==> src/rtl/spi_master_arbiter_if.sv <==
// Signal bundle between the requesters, the arbiter and the shared spi_master.
// The slave modport is the arbiter's view; master is the environment driving it.
interface spi_master_arbiter_if #(
  parameter int N_REQ           = 4,
  parameter int MOSI_DATA_WIDTH = 8,
  parameter int MISO_DATA_WIDTH = 8
);
  logic [N_REQ-1:0]                 req_valid;
  logic [N_REQ-1:0]                 req_rd;
  logic [N_REQ*MOSI_DATA_WIDTH-1:0] req_data;
  logic [N_REQ-1:0]                 req_ready;
  logic [N_REQ-1:0]                 rsp_valid;
  logic [MISO_DATA_WIDTH-1:0]       rsp_data;
  logic                             rsp_err;
  logic                             arb_busy;
  logic                             spi_wr_cmd;
  logic                             spi_rd_cmd;
  logic [MOSI_DATA_WIDTH-1:0]       mosi_data;
  logic                             spi_busy;
  logic [MISO_DATA_WIDTH-1:0]       miso_data;
  logic                             ncs_pin;
  logic [N_REQ-1:0]                 ncs_out;

  modport slave (
    input  req_valid, req_rd, req_data, spi_busy, miso_data, ncs_pin,
    output req_ready, rsp_valid, rsp_data, rsp_err, arb_busy,
           spi_wr_cmd, spi_rd_cmd, mosi_data, ncs_out
  );

  modport master (
    output req_valid, req_rd, req_data, spi_busy, miso_data, ncs_pin,
    input  req_ready, rsp_valid, rsp_data, rsp_err, arb_busy,
           spi_wr_cmd, spi_rd_cmd, mosi_data, ncs_out
  );
endinterface

==> src/rtl/spi_master_arbiter.sv <==
// Round-robin sharing of one spi_master between N_REQ requesters: one word
// transaction at a time, per-requester response and chip-select demux.
module spi_master_arbiter #(
  parameter int N_REQ           = 4,
  parameter int MOSI_DATA_WIDTH = 8,
  parameter int MISO_DATA_WIDTH = 8,
  parameter int START_TIMEOUT   = 64
) (
  input  logic                clk,
  input  logic                rst,
  spi_master_arbiter_if.slave bus
);
  localparam int PTR_W = (N_REQ > 1) ? $clog2(N_REQ) : 1;
  localparam int CNT_W = $clog2(START_TIMEOUT + 1);

  typedef enum logic [2:0] {IDLE, GRANT, ISSUE, WAIT_BUSY, WAIT_DONE, RESP} state_e;

  state_e                     state_q, state_d;
  logic [PTR_W-1:0]           rr_ptr_q, rr_ptr_d;
  logic [PTR_W-1:0]           idx_q, idx_d;
  logic                       rd_q, rd_d;
  logic                       err_q, err_d;
  logic [CNT_W-1:0]           cnt_q, cnt_d;
  logic [N_REQ-1:0]           req_ready_q, req_ready_d;
  logic [N_REQ-1:0]           rsp_valid_q, rsp_valid_d;
  logic [MISO_DATA_WIDTH-1:0] rsp_data_q, rsp_data_d;
  logic                       rsp_err_q, rsp_err_d;
  logic                       arb_busy_q, arb_busy_d;
  logic                       wr_cmd_q, wr_cmd_d;
  logic                       rd_cmd_q, rd_cmd_d;
  logic [MOSI_DATA_WIDTH-1:0] mosi_q, mosi_d;

  logic                       any_req;
  logic [PTR_W-1:0]           pick;
  logic [PTR_W-1:0]           cand;
  logic [CNT_W-1:0]           cnt_inc;
  logic                       timeout;
  logic [MOSI_DATA_WIDTH-1:0] req_word [N_REQ];

  for (genvar g = 0; g < N_REQ; g++) begin : g_word
    assign req_word[g] = bus.req_data[g*MOSI_DATA_WIDTH +: MOSI_DATA_WIDTH];
  end

  assign cnt_inc = cnt_q + CNT_W'(1);
  assign timeout = (cnt_inc == CNT_W'(START_TIMEOUT));

  // First pending requester at or after rr_ptr, wrapping around
  always_comb begin
    int j;
    any_req = 1'b0;
    pick    = '0;
    cand    = '0;
    j       = 0;
    for (int k = 0; k < N_REQ; k++) begin
      j = int'(rr_ptr_q) + k;
      if (j >= N_REQ) j = j - N_REQ;
      cand = PTR_W'(j);
      if (!any_req && bus.req_valid[cand]) begin
        any_req = 1'b1;
        pick    = cand;
      end
    end
  end

  always_ff @(posedge clk) begin
    if (rst) state_q <= IDLE;
    else     state_q <= state_d;
  end

  always_comb begin
    state_d = state_q;
    case (state_q)
      IDLE:      if (any_req && !bus.spi_busy) state_d = GRANT;
      GRANT:     state_d = ISSUE;
      ISSUE:     state_d = WAIT_BUSY;
      WAIT_BUSY: begin
        if (bus.spi_busy)  state_d = WAIT_DONE;
        else if (timeout)  state_d = RESP;
      end
      WAIT_DONE: if (!bus.spi_busy) state_d = RESP;
      RESP:      state_d = IDLE;
      default:   state_d = IDLE;
    endcase
  end

  // Registered outputs are computed from state_d so each pulse lines up with its state
  always_comb begin
    rr_ptr_d   = rr_ptr_q;
    idx_d      = idx_q;
    rd_d       = rd_q;
    mosi_d     = mosi_q;
    cnt_d      = cnt_q;
    err_d      = err_q;
    rsp_data_d = rsp_data_q;
    case (state_q)
      IDLE: if (state_d == GRANT) begin
        idx_d  = pick;
        rd_d   = bus.req_rd[pick];
        mosi_d = req_word[pick];
      end
      GRANT:     rr_ptr_d = (idx_q == PTR_W'(N_REQ - 1)) ? '0 : idx_q + PTR_W'(1);
      ISSUE:     cnt_d = '0;
      WAIT_BUSY: if (!bus.spi_busy) begin
        cnt_d = cnt_inc;
        if (timeout) err_d = 1'b1;
      end
      WAIT_DONE: if (!bus.spi_busy) rsp_data_d = bus.miso_data;
      RESP:      err_d = 1'b0;
      default:   ;
    endcase

    req_ready_d = '0;
    rsp_valid_d = '0;
    wr_cmd_d    = 1'b0;
    rd_cmd_d    = 1'b0;
    rsp_err_d   = 1'b0;
    if (state_d == GRANT) req_ready_d[idx_d] = 1'b1;
    if (state_d == ISSUE) begin
      wr_cmd_d = !rd_q;
      rd_cmd_d = rd_q;
    end
    if (state_d == RESP) begin
      rsp_valid_d[idx_q] = 1'b1;
      rsp_err_d          = err_d;
    end
    arb_busy_d = (state_d != IDLE);
  end

  always_ff @(posedge clk) begin
    if (rst) begin
      rr_ptr_q    <= '0;
      idx_q       <= '0;
      rd_q        <= 1'b0;
      mosi_q      <= '0;
      cnt_q       <= '0;
      err_q       <= 1'b0;
      rsp_data_q  <= '0;
      req_ready_q <= '0;
      rsp_valid_q <= '0;
      wr_cmd_q    <= 1'b0;
      rd_cmd_q    <= 1'b0;
      rsp_err_q   <= 1'b0;
      arb_busy_q  <= 1'b0;
    end else begin
      rr_ptr_q    <= rr_ptr_d;
      idx_q       <= idx_d;
      rd_q        <= rd_d;
      mosi_q      <= mosi_d;
      cnt_q       <= cnt_d;
      err_q       <= err_d;
      rsp_data_q  <= rsp_data_d;
      req_ready_q <= req_ready_d;
      rsp_valid_q <= rsp_valid_d;
      wr_cmd_q    <= wr_cmd_d;
      rd_cmd_q    <= rd_cmd_d;
      rsp_err_q   <= rsp_err_d;
      arb_busy_q  <= arb_busy_d;
    end
  end

  // Only the owner of an issued transaction sees the master's chip-select
  always_comb begin
    bus.ncs_out = '1;
    if (state_q inside {ISSUE, WAIT_BUSY, WAIT_DONE, RESP}) bus.ncs_out[idx_q] = bus.ncs_pin;
  end

  assign bus.req_ready  = req_ready_q;
  assign bus.rsp_valid  = rsp_valid_q;
  assign bus.rsp_data   = rsp_data_q;
  assign bus.rsp_err    = rsp_err_q;
  assign bus.arb_busy   = arb_busy_q;
  assign bus.spi_wr_cmd = wr_cmd_q;
  assign bus.spi_rd_cmd = rd_cmd_q;
  assign bus.mosi_data  = mosi_q;
endmodule

==> src/flat_wrapper.sv <==
// flat-port wrapper written by rule: the top's interface ports become plain ports
module spi_master_arbiter_flat 
#(
  parameter int N_REQ           = 4,
  parameter int MOSI_DATA_WIDTH = 8,
  parameter int MISO_DATA_WIDTH = 8,
  parameter int START_TIMEOUT   = 64
)
  (clk, rst, bus_req_valid, bus_req_rd, bus_req_data, bus_spi_busy, bus_miso_data, bus_ncs_pin, bus_req_ready, bus_rsp_valid, bus_rsp_data, bus_rsp_err, bus_arb_busy, bus_spi_wr_cmd, bus_spi_rd_cmd, bus_mosi_data, bus_ncs_out);
  spi_master_arbiter_if #(.N_REQ(N_REQ), .MOSI_DATA_WIDTH(MOSI_DATA_WIDTH), .MISO_DATA_WIDTH(MISO_DATA_WIDTH)) bus_i ();
  input  logic clk;
  input  logic rst;
  input wire logic [$bits(bus_i.req_valid)-1:0] bus_req_valid;
  input wire logic [$bits(bus_i.req_rd)-1:0] bus_req_rd;
  input wire logic [$bits(bus_i.req_data)-1:0] bus_req_data;
  input wire logic [$bits(bus_i.spi_busy)-1:0] bus_spi_busy;
  input wire logic [$bits(bus_i.miso_data)-1:0] bus_miso_data;
  input wire logic [$bits(bus_i.ncs_pin)-1:0] bus_ncs_pin;
  output wire logic [$bits(bus_i.req_ready)-1:0] bus_req_ready;
  output wire logic [$bits(bus_i.rsp_valid)-1:0] bus_rsp_valid;
  output wire logic [$bits(bus_i.rsp_data)-1:0] bus_rsp_data;
  output wire logic [$bits(bus_i.rsp_err)-1:0] bus_rsp_err;
  output wire logic [$bits(bus_i.arb_busy)-1:0] bus_arb_busy;
  output wire logic [$bits(bus_i.spi_wr_cmd)-1:0] bus_spi_wr_cmd;
  output wire logic [$bits(bus_i.spi_rd_cmd)-1:0] bus_spi_rd_cmd;
  output wire logic [$bits(bus_i.mosi_data)-1:0] bus_mosi_data;
  output wire logic [$bits(bus_i.ncs_out)-1:0] bus_ncs_out;
  assign bus_i.req_valid = bus_req_valid;
  assign bus_i.req_rd = bus_req_rd;
  assign bus_i.req_data = bus_req_data;
  assign bus_i.spi_busy = bus_spi_busy;
  assign bus_i.miso_data = bus_miso_data;
  assign bus_i.ncs_pin = bus_ncs_pin;
  assign bus_req_ready = bus_i.req_ready;
  assign bus_rsp_valid = bus_i.rsp_valid;
  assign bus_rsp_data = bus_i.rsp_data;
  assign bus_rsp_err = bus_i.rsp_err;
  assign bus_arb_busy = bus_i.arb_busy;
  assign bus_spi_wr_cmd = bus_i.spi_wr_cmd;
  assign bus_spi_rd_cmd = bus_i.spi_rd_cmd;
  assign bus_mosi_data = bus_i.mosi_data;
  assign bus_ncs_out = bus_i.ncs_out;
  spi_master_arbiter #(.N_REQ(N_REQ), .MOSI_DATA_WIDTH(MOSI_DATA_WIDTH), .MISO_DATA_WIDTH(MISO_DATA_WIDTH), .START_TIMEOUT(START_TIMEOUT)) u_core (.clk(clk), .rst(rst), .bus(bus_i));
endmodule
==> config.mk <==
export PLATFORM = sky130hd
export DESIGN_NAME = spi_master_arbiter_flat
export DESIGN_NICKNAME = d
export VERILOG_FILES = /design/src/rtl/spi_master_arbiter_if.sv /design/src/rtl/spi_master_arbiter.sv /design/src/flat_wrapper.sv
export SDC_FILE = /design/constraint.sdc
export NUM_CORES = 1
export LEC_CHECK = 0
export ABC_AREA = 1
export CORE_ASPECT_RATIO = 0.6
export CORE_MARGIN = 3
export CORE_UTILIZATION = 40
export DETAILED_ROUTE_END_ITERATION = 7
export PLACE_DENSITY = 0.73
export SLEW_MARGIN = 15
export SYNTH_ARGS = -nofsm -noshare
export SYNTH_HDL_FRONTEND = slang
export SYNTH_SLANG_ARGS = --single-unit
export TNS_END_PERCENT = 20
==> constraint.sdc <==
create_clock -name clk -period 2.2 [get_ports clk]
set_input_delay 0.33 -clock clk [delete_from_list [all_inputs] [get_ports clk]]
set_output_delay 0.33 -clock clk [all_outputs]
set_load 0.005 [all_outputs]
==> summary.md, run 1 <==
| Metric | Value |
|---|---|
| Status | finished, final reports clean |
| Core ar. | approximately 0.0062 mm² |
| Total track usage | 18.2% |
| Synth Net Count | 446 |
| Gr ovfl total | 0 |
| Crit-path max FO | 4 |
| Non-Filler Instances | 562 |
| Clock skew | 0.00556 ns |
| Largest net degree at the start of global routing | 25 |
| Nets | 534 |
| Worst reg-to-reg setup slack | about 0.18 ns |
| FF+latch count, synth | 44 |
| Synth area leaders | dfxtp_1 34%, nand2_1 11%, inv_1 11% |
| Met3 WL post-DR | 406 µm |
| Critical path class | reg2out |
| P per Cell Area | 842 mW/mm² |
| Deepest clock path buffer count | 2 |
| Final hold viol count | 0 |
| CTS tree | yes |
| Num Clock Sinks | 44 |
| Drt first pass iters | 4 |
| Total chip power | about 3100 µW |
| Fmax | ~490 MHz |
| Synth area leader | dfxtp_1 |
| Via count | 2709 |
| Ports | 84 |
| Max-slew headroom | between 70% and 80% |
| Core Rows | 22 |
| Worst EP arrival | 1.72 ns |
| Placed insts | 553 |
| H-tree lvl count | 2 |
| Mean post-synth cell area | 6.65 µm² |
| Netlist cell types | 32 |
| M1 wire length | 3410 µm |
| Die height | 68.3 µm |
| HP Class | reg2reg |
| Clk slew on worst S/H paths | 0.09 ns |
| Die Width | 110 µm |
| Critical Path End Type | output pin |
| Synth Instances | a little under 400 |
| Clk Latency, worst-skew pair | 0.30 ns |
| Initial core utilization | 41.8% |
| TritonCTS Buffers | 5 |
| Vias per std cell | a little under 5 |
| Total Wirelength | 6860 µm |
| DR DRC count | 0 |
| Share of cells above drive strength 1 | 13.4% |
| Register area share after synthesis | between 30 and 40% |
| Peak supply drop | 0.489 mV |
| Final Max Tran Viols | 0 |
| DP HPWL | roughly 5300 µm |
| Hold slack | 0.439 ns |
| First-pass GRT wire length | 10800 µm |
| Post-synth top area share | 34.1% |
| Highest routed layer | met4 |
| Synth-to-Final Area Change | 43.3% |
| Routability congestion estimate | 0.886 |
| Syn. warnings | 0 |
| Initial antenna violation count | 0 |
| Final Util | 59.8% |
| Vias in the first global route | 2297 |
| Required time of the critical path | 1.87 ns |
| Setup Viol. Count Final | 0 |
| Initial DRC count | 121 |
| Clk root buf | clkbuf_8 |
| WL/cell | 12.2 µm |
| Antenna viol nets, final | 0 |
| Setup crit start kind | flip-flop |
| PortBufs | 83 |
| Syn Std Cell Area | 0.00259 mm² |
| Met2 wire len | 2980 µm |
| Number of diodes | 0 |
| Die area | 0.00750 mm² |
| Post-layout min period | 2.05 ns |
| Tcrit/Tclk final | 93.3% |
| Slew @ Worst Pin | 0.370 ns |
| Max Cap Viol | 0 |
| Hold_buf cts | 0 |
| Lkg Pwr | 0.00173 µW |
placed cells by master (no fill, tap or decap), drive strengths merged, types with 3 or more instances in the layout:
cell           count
clkbuf             6
o21ai             14
a21oi             12
nor3b              3
nand4             21
nand2             90
nor2              51
inv               76
buf               10
nor3              10
dfxtp             44
clkinv             3
xor2               4
nand3             41
clkdlybuf4s50     79
ha                 5
dlygate4sd2        4
metal layers:
metal	up-vias	GRT usage [%]
met5	-	0
li1	1399	-
met1	1224	26.6
met2	75	27.2
met3	11	4.24
met4	0	4.04
power breakdown:
part | switching, µW | internal (µW)
logic | 844 | 638
registers | 79.9 | 894
clock network | 293 | 372
layout make-up:
type                            instances  area (µm²)
Fill cell                             586        2490
Multi-Input combinational cell        255        1360
Timing Repair Buffer                   93         938
Sequential cell                        44         885
Inverter                               78         298
Tap cell                               84         105
Clock buffer                            6        82.6
Clock inverter                          2        38.8
cells by family after synthesis:
kind of cell	synth area share, %
compound gates	5.95
xor+xnor	1.35
fa+ha+maj	2.42
buf+inv	14.9
flops	34.1
simple gates	41.3
what timing repair did:
action                     4_1_cts  5_1_grt
pin swaps                        2        2
resized for setup                7        8
setup buffers                    1        0
setup endpoints to repair        4       21
registers in the layout, indices dropped and copies added (netlist names):
register	cells
u_core.bus.mosi_data	8
u_core.bus.rsp_data	8
u_core.cnt_q	7
u_core.bus.req_ready	4
u_core.bus.rsp_valid	4
u_core.state_q	3
u_core.idx_q	2
u_core.rr_ptr_q	2
u_core.bus.arb_busy	1
u_core.bus.rsp_err	1
u_core.bus.spi_rd_cmd	1
u_core.bus.spi_wr_cmd	1
u_core.err_q	1
u_core.rd_q	1
Yosys cell counts:
| master | number |
|---|---|
| a211oi_1 | 1 |
| a21oi_1 | 12 |
| a31oi_1 | 1 |
| buf_12 | 1 |
| buf_2 | 3 |
| buf_4 | 2 |
| buf_6 | 2 |
| clkbuf_1 | 4 |
| clkinv_1 | 2 |
| dfxtp_1 | 44 |
| ha_1 | 5 |
| inv_1 | 73 |
| inv_2 | 2 |
| inv_6 | 1 |
| nand2_1 | 74 |
| nand2_2 | 16 |
| nand3_1 | 29 |
| nand3_2 | 11 |
| nand3_4 | 1 |
| nand4_1 | 20 |
| nand4_2 | 1 |
| nor2_1 | 49 |
| nor2_2 | 1 |
| nor2_4 | 1 |
| nor3_1 | 10 |
| nor3b_1 | 3 |
| o21ai_0 | 12 |
| o21ai_1 | 1 |
| o21ai_2 | 1 |
| o22ai_1 | 1 |
| or2_2 | 1 |
| xor2_1 | 4 |
through the flow:
stage,setup WS (ns),cell area [µm²],setup TNS [ns]
6_report,0.148,3700,0
3_5_place_dp,-0.0526,3540,-0.434
4_1_cts,0.0848,3670,0
2_1_floorplan,0.495,2590,0
5_1_grt,-0.00107,3700,-0.00107
3_3_place_gp,0.0145,3540,0
path summary, 6_finish.rpt:
path,cells after the start,from,end
max,8,u_core.state_q[1],bus_ncs_out[0]
max reg2reg,8,u_core.cnt_q[0],u_core.bus.rsp_valid[2]
min,1,u_core.rd_q,u_core.bus.spi_wr_cmd
min reg2reg,1,u_core.rd_q,u_core.bus.spi_wr_cmd
worst max-delay path: stages (launching register included):
cell and delay (ns):
dfxtp_2 0.34, inv_1 0.09, nor3_4 0.22, inv_1 0.09, nand2_1 0.10, nor3_1 0.09, nor2_2 0.17, nand2_1 0.06
dlygate4sd2_1 0.26
Note: power is estimated with default switching activity, not from simulation.
==> run 2: changes to the inputs <==
- CORE_UTILIZATION: 40 -> 60
- DONT_BUFFER_PORTS: not set -> 1
- PLACE_DENSITY: 0.73 -> 0.78
==> summary.md, run 2 (same netlist as run 1, synthesis figures left out) <==
| Metric | Value |
|---|---|
| CP Launch Point | u_core.cnt_q[0] |
| Required time of the critical path | approximately 2.4 ns |
| Max Cap Viol | 0 |
| Seq pwr share | 35.4% |
| Internal | 1650 µW |
| HP Class | in2reg |
| Total Wirelength | around 6200 µm |
| Initial DRC count | 224 |
| Leading cell types in the layout, fill and taps excluded | 74 x nand2_1, 73 x inv_1, 49 x nor2_1, 43 x dfxtp_1, 28 x nand3_1 |
| Most common cell after layout, fill and taps aside | nand2_1 |
| Hold_buf cts | 0 |
| Worst reg-to-reg setup slack | 0.19 ns |
| Crit-path slowest cell | dfxtp_1 |
| TritonCTS Buffers | 5 |
| Core Rows | 17 |
| Clk root buf | clkbuf_8 |
| Worst EP arrival | 2.23 ns |
| Drt first pass iters | 4 |
| Number of diodes | 0 |
| Fmax | roughly 500 MHz |
| Post-CTS sizing | 0 |
| Final Util | 70.9% |
| Critical Path End Type | flip-flop |
| Final Max Tran Viols | 0 |
| Core ar. | 0.00389 mm² |
| Clock skew | 0.00429 ns |
| Setup TNS Final | 0 ns |
| DP HPWL | between 4000 and 5000 µm |
| Setup Viol. Count Final | 0 |
| Slew @ Worst Pin | 0.626 ns |
| Critical path class | reg2reg |
| Top Family by Delay on Critical Path | simple AND/OR/NAND/NOR gates |
| Clock power share | a little under a quarter |
| WL/cell | 13.9 µm |
| Total track usage | between 20% and 30% |
| PortBufs | 0 |
| RSZ-0062 raised after global routing | no |
| Max-slew headroom | 58.1% |
| Die area | between 0.005 and 0.006 mm² |
| Setup crit start kind | flip-flop |
| Psw | 1160 µW |
| Clk slew on worst S/H paths | 0.08 ns |
| P per Cell Area | 1020 mW/mm² |
| H-tree lvl count | 2 |
| Slowest cell delay on critical path | 0.39 ns |
| Register-to-Register Path Depth | 8 |
| Tcrit/Tclk final | about nine tenths |
| Num Clock Sinks | 44 |
| Combinational Power Share | 41.5% |
| WP buf/inv | 0 |
| Initial core utilization | 66.4% |
| Die Width | 90.8 µm |
| R2R Path Start | u_core.cnt_q[0] |
| Vias in the first global route | 2157 |
| Routability congestion estimate | 0.846 |
| CP Cell Sequence | ha_1 -> nand2_1 -> nor3_2 -> xor2_1 -> nand4_1 -> nand3_1 -> nand3_2 -> nor3b_1 |
| Lkg Pwr | 0.00139 µW |
| Setup Fix Bufs, Post-CTS | 0 |
| Die height | around 57 µm |
| Initial antenna violation count | 0 |
| DR DRC count | 0 |
| Status | finished, final reports clean |
| Deepest clock path buffer count | 2 |
| Switching portion of total power | 41.1% |
| First-pass GRT wire length | 10300 µm |
| Ports | 84 |
| RR Endpoint | u_core.bus.rsp_valid[2] |
| Crit-path max FO | 7 |
| Critical Path Sink | u_core.bus.rsp_valid[2] |
| WP depth | 8 |
| Clk Latency, worst-skew pair | between 0.2 and 0.3 ns |
| Antenna viol nets, final | 0 |
| Vias per std cell | 5.38 |
| Total chip power | between 2000 and 3000 µW |
| Peak supply drop | 0.560 mV |
| Post-layout min period | 2.01 ns |
| Share of cells above drive strength 1 | 14.0% |
| Via count | 2417 |
| Gr ovfl total | 0 |
| CTS tree | yes |
| Nets | 448 |
| Final hold viol count | 0 |
| Largest net degree at the start of global routing | 26 |
| Synth-to-Final Area Change | 6.68% |
[run 2: worst register-to-register path, stage by stage, from the launching register on]
cell and delay, ns:
dfxtp_1 0.39, ha_1 0.19, nand2_1 0.13, nor3_2 0.20
xor2_1 0.23, nand4_1 0.25, nand3_1 0.15, nand3_2 0.16
nor3b_1 0.24
[run 2: area by class of cell]
type                       count  area (µm²)
clock inverter                 2        38.8
tap                           57        71.3
fill                         336        1130
timing repair buffer           7        52.6
sequential                    44         882
clock buffer                   6        82.6
inverter                      78         298
multi-input combinational    255        1330
[run 2: metrics by stage]
step                setup WS, ns  std cells  hold slack, ns  cell area (µm²)
global placement           0.155        441           0.403             2620
CTS                       0.0946        449          0.0826             2740
detailed placement         0.171        441           0.404             2620
global route              0.0138        449          0.0762             2760
finish                     0.190        449          0.0972             2760
floorplan                  0.495        389           0.401             2590
[run 2: layer usage]
| metal | vias to the layer above | global-route usage [%] | wire length, µm |
|---|---|---|---|
| met5 | - | 0 | 0 |
| met4 | 0 | 3.92 | 34 |
| met3 | 4 | 7.90 | 580 |
| met2 | 112 | 36.5 | 2670 |
| met1 | 1079 | 35.4 | 2960 |
| li1 | 1222 | - | - |
[run 2: power by group through the flow]
| stage | logic [µW] | registers (µW) | clock network, µW |
|---|---|---|---|
| after global routing | 1320 | 1010 | 692 |
| after floorplan | 1010 | 964 | 0 |
| final | 1170 | 995 | 647 |
| after detailed placement | 1150 | 1010 | 0 |
| after CTS | 1160 | 993 | 658 |
| after global placement | 1140 | 1010 | 0 |
[run 2: worst min-delay path by stage]
stage | startpoint | to | slack, ns | cells past startpoint
6_report | rst | u_core.cnt_q[1] | 0.1 | 1
5_1_grt | rst | u_core.err_q | 0.08 | 1
4_1_cts | rst | u_core.cnt_q[1] | 0.08 | 1
3_5_place_dp | rst | u_core.cnt_q[1] | 0.40 | 1
3_3_place_gp | rst | u_core.cnt_q[1] | 0.40 | 1
2_1_floorplan | u_core.rd_q | u_core.bus.spi_wr_cmd | 0.40 | 1
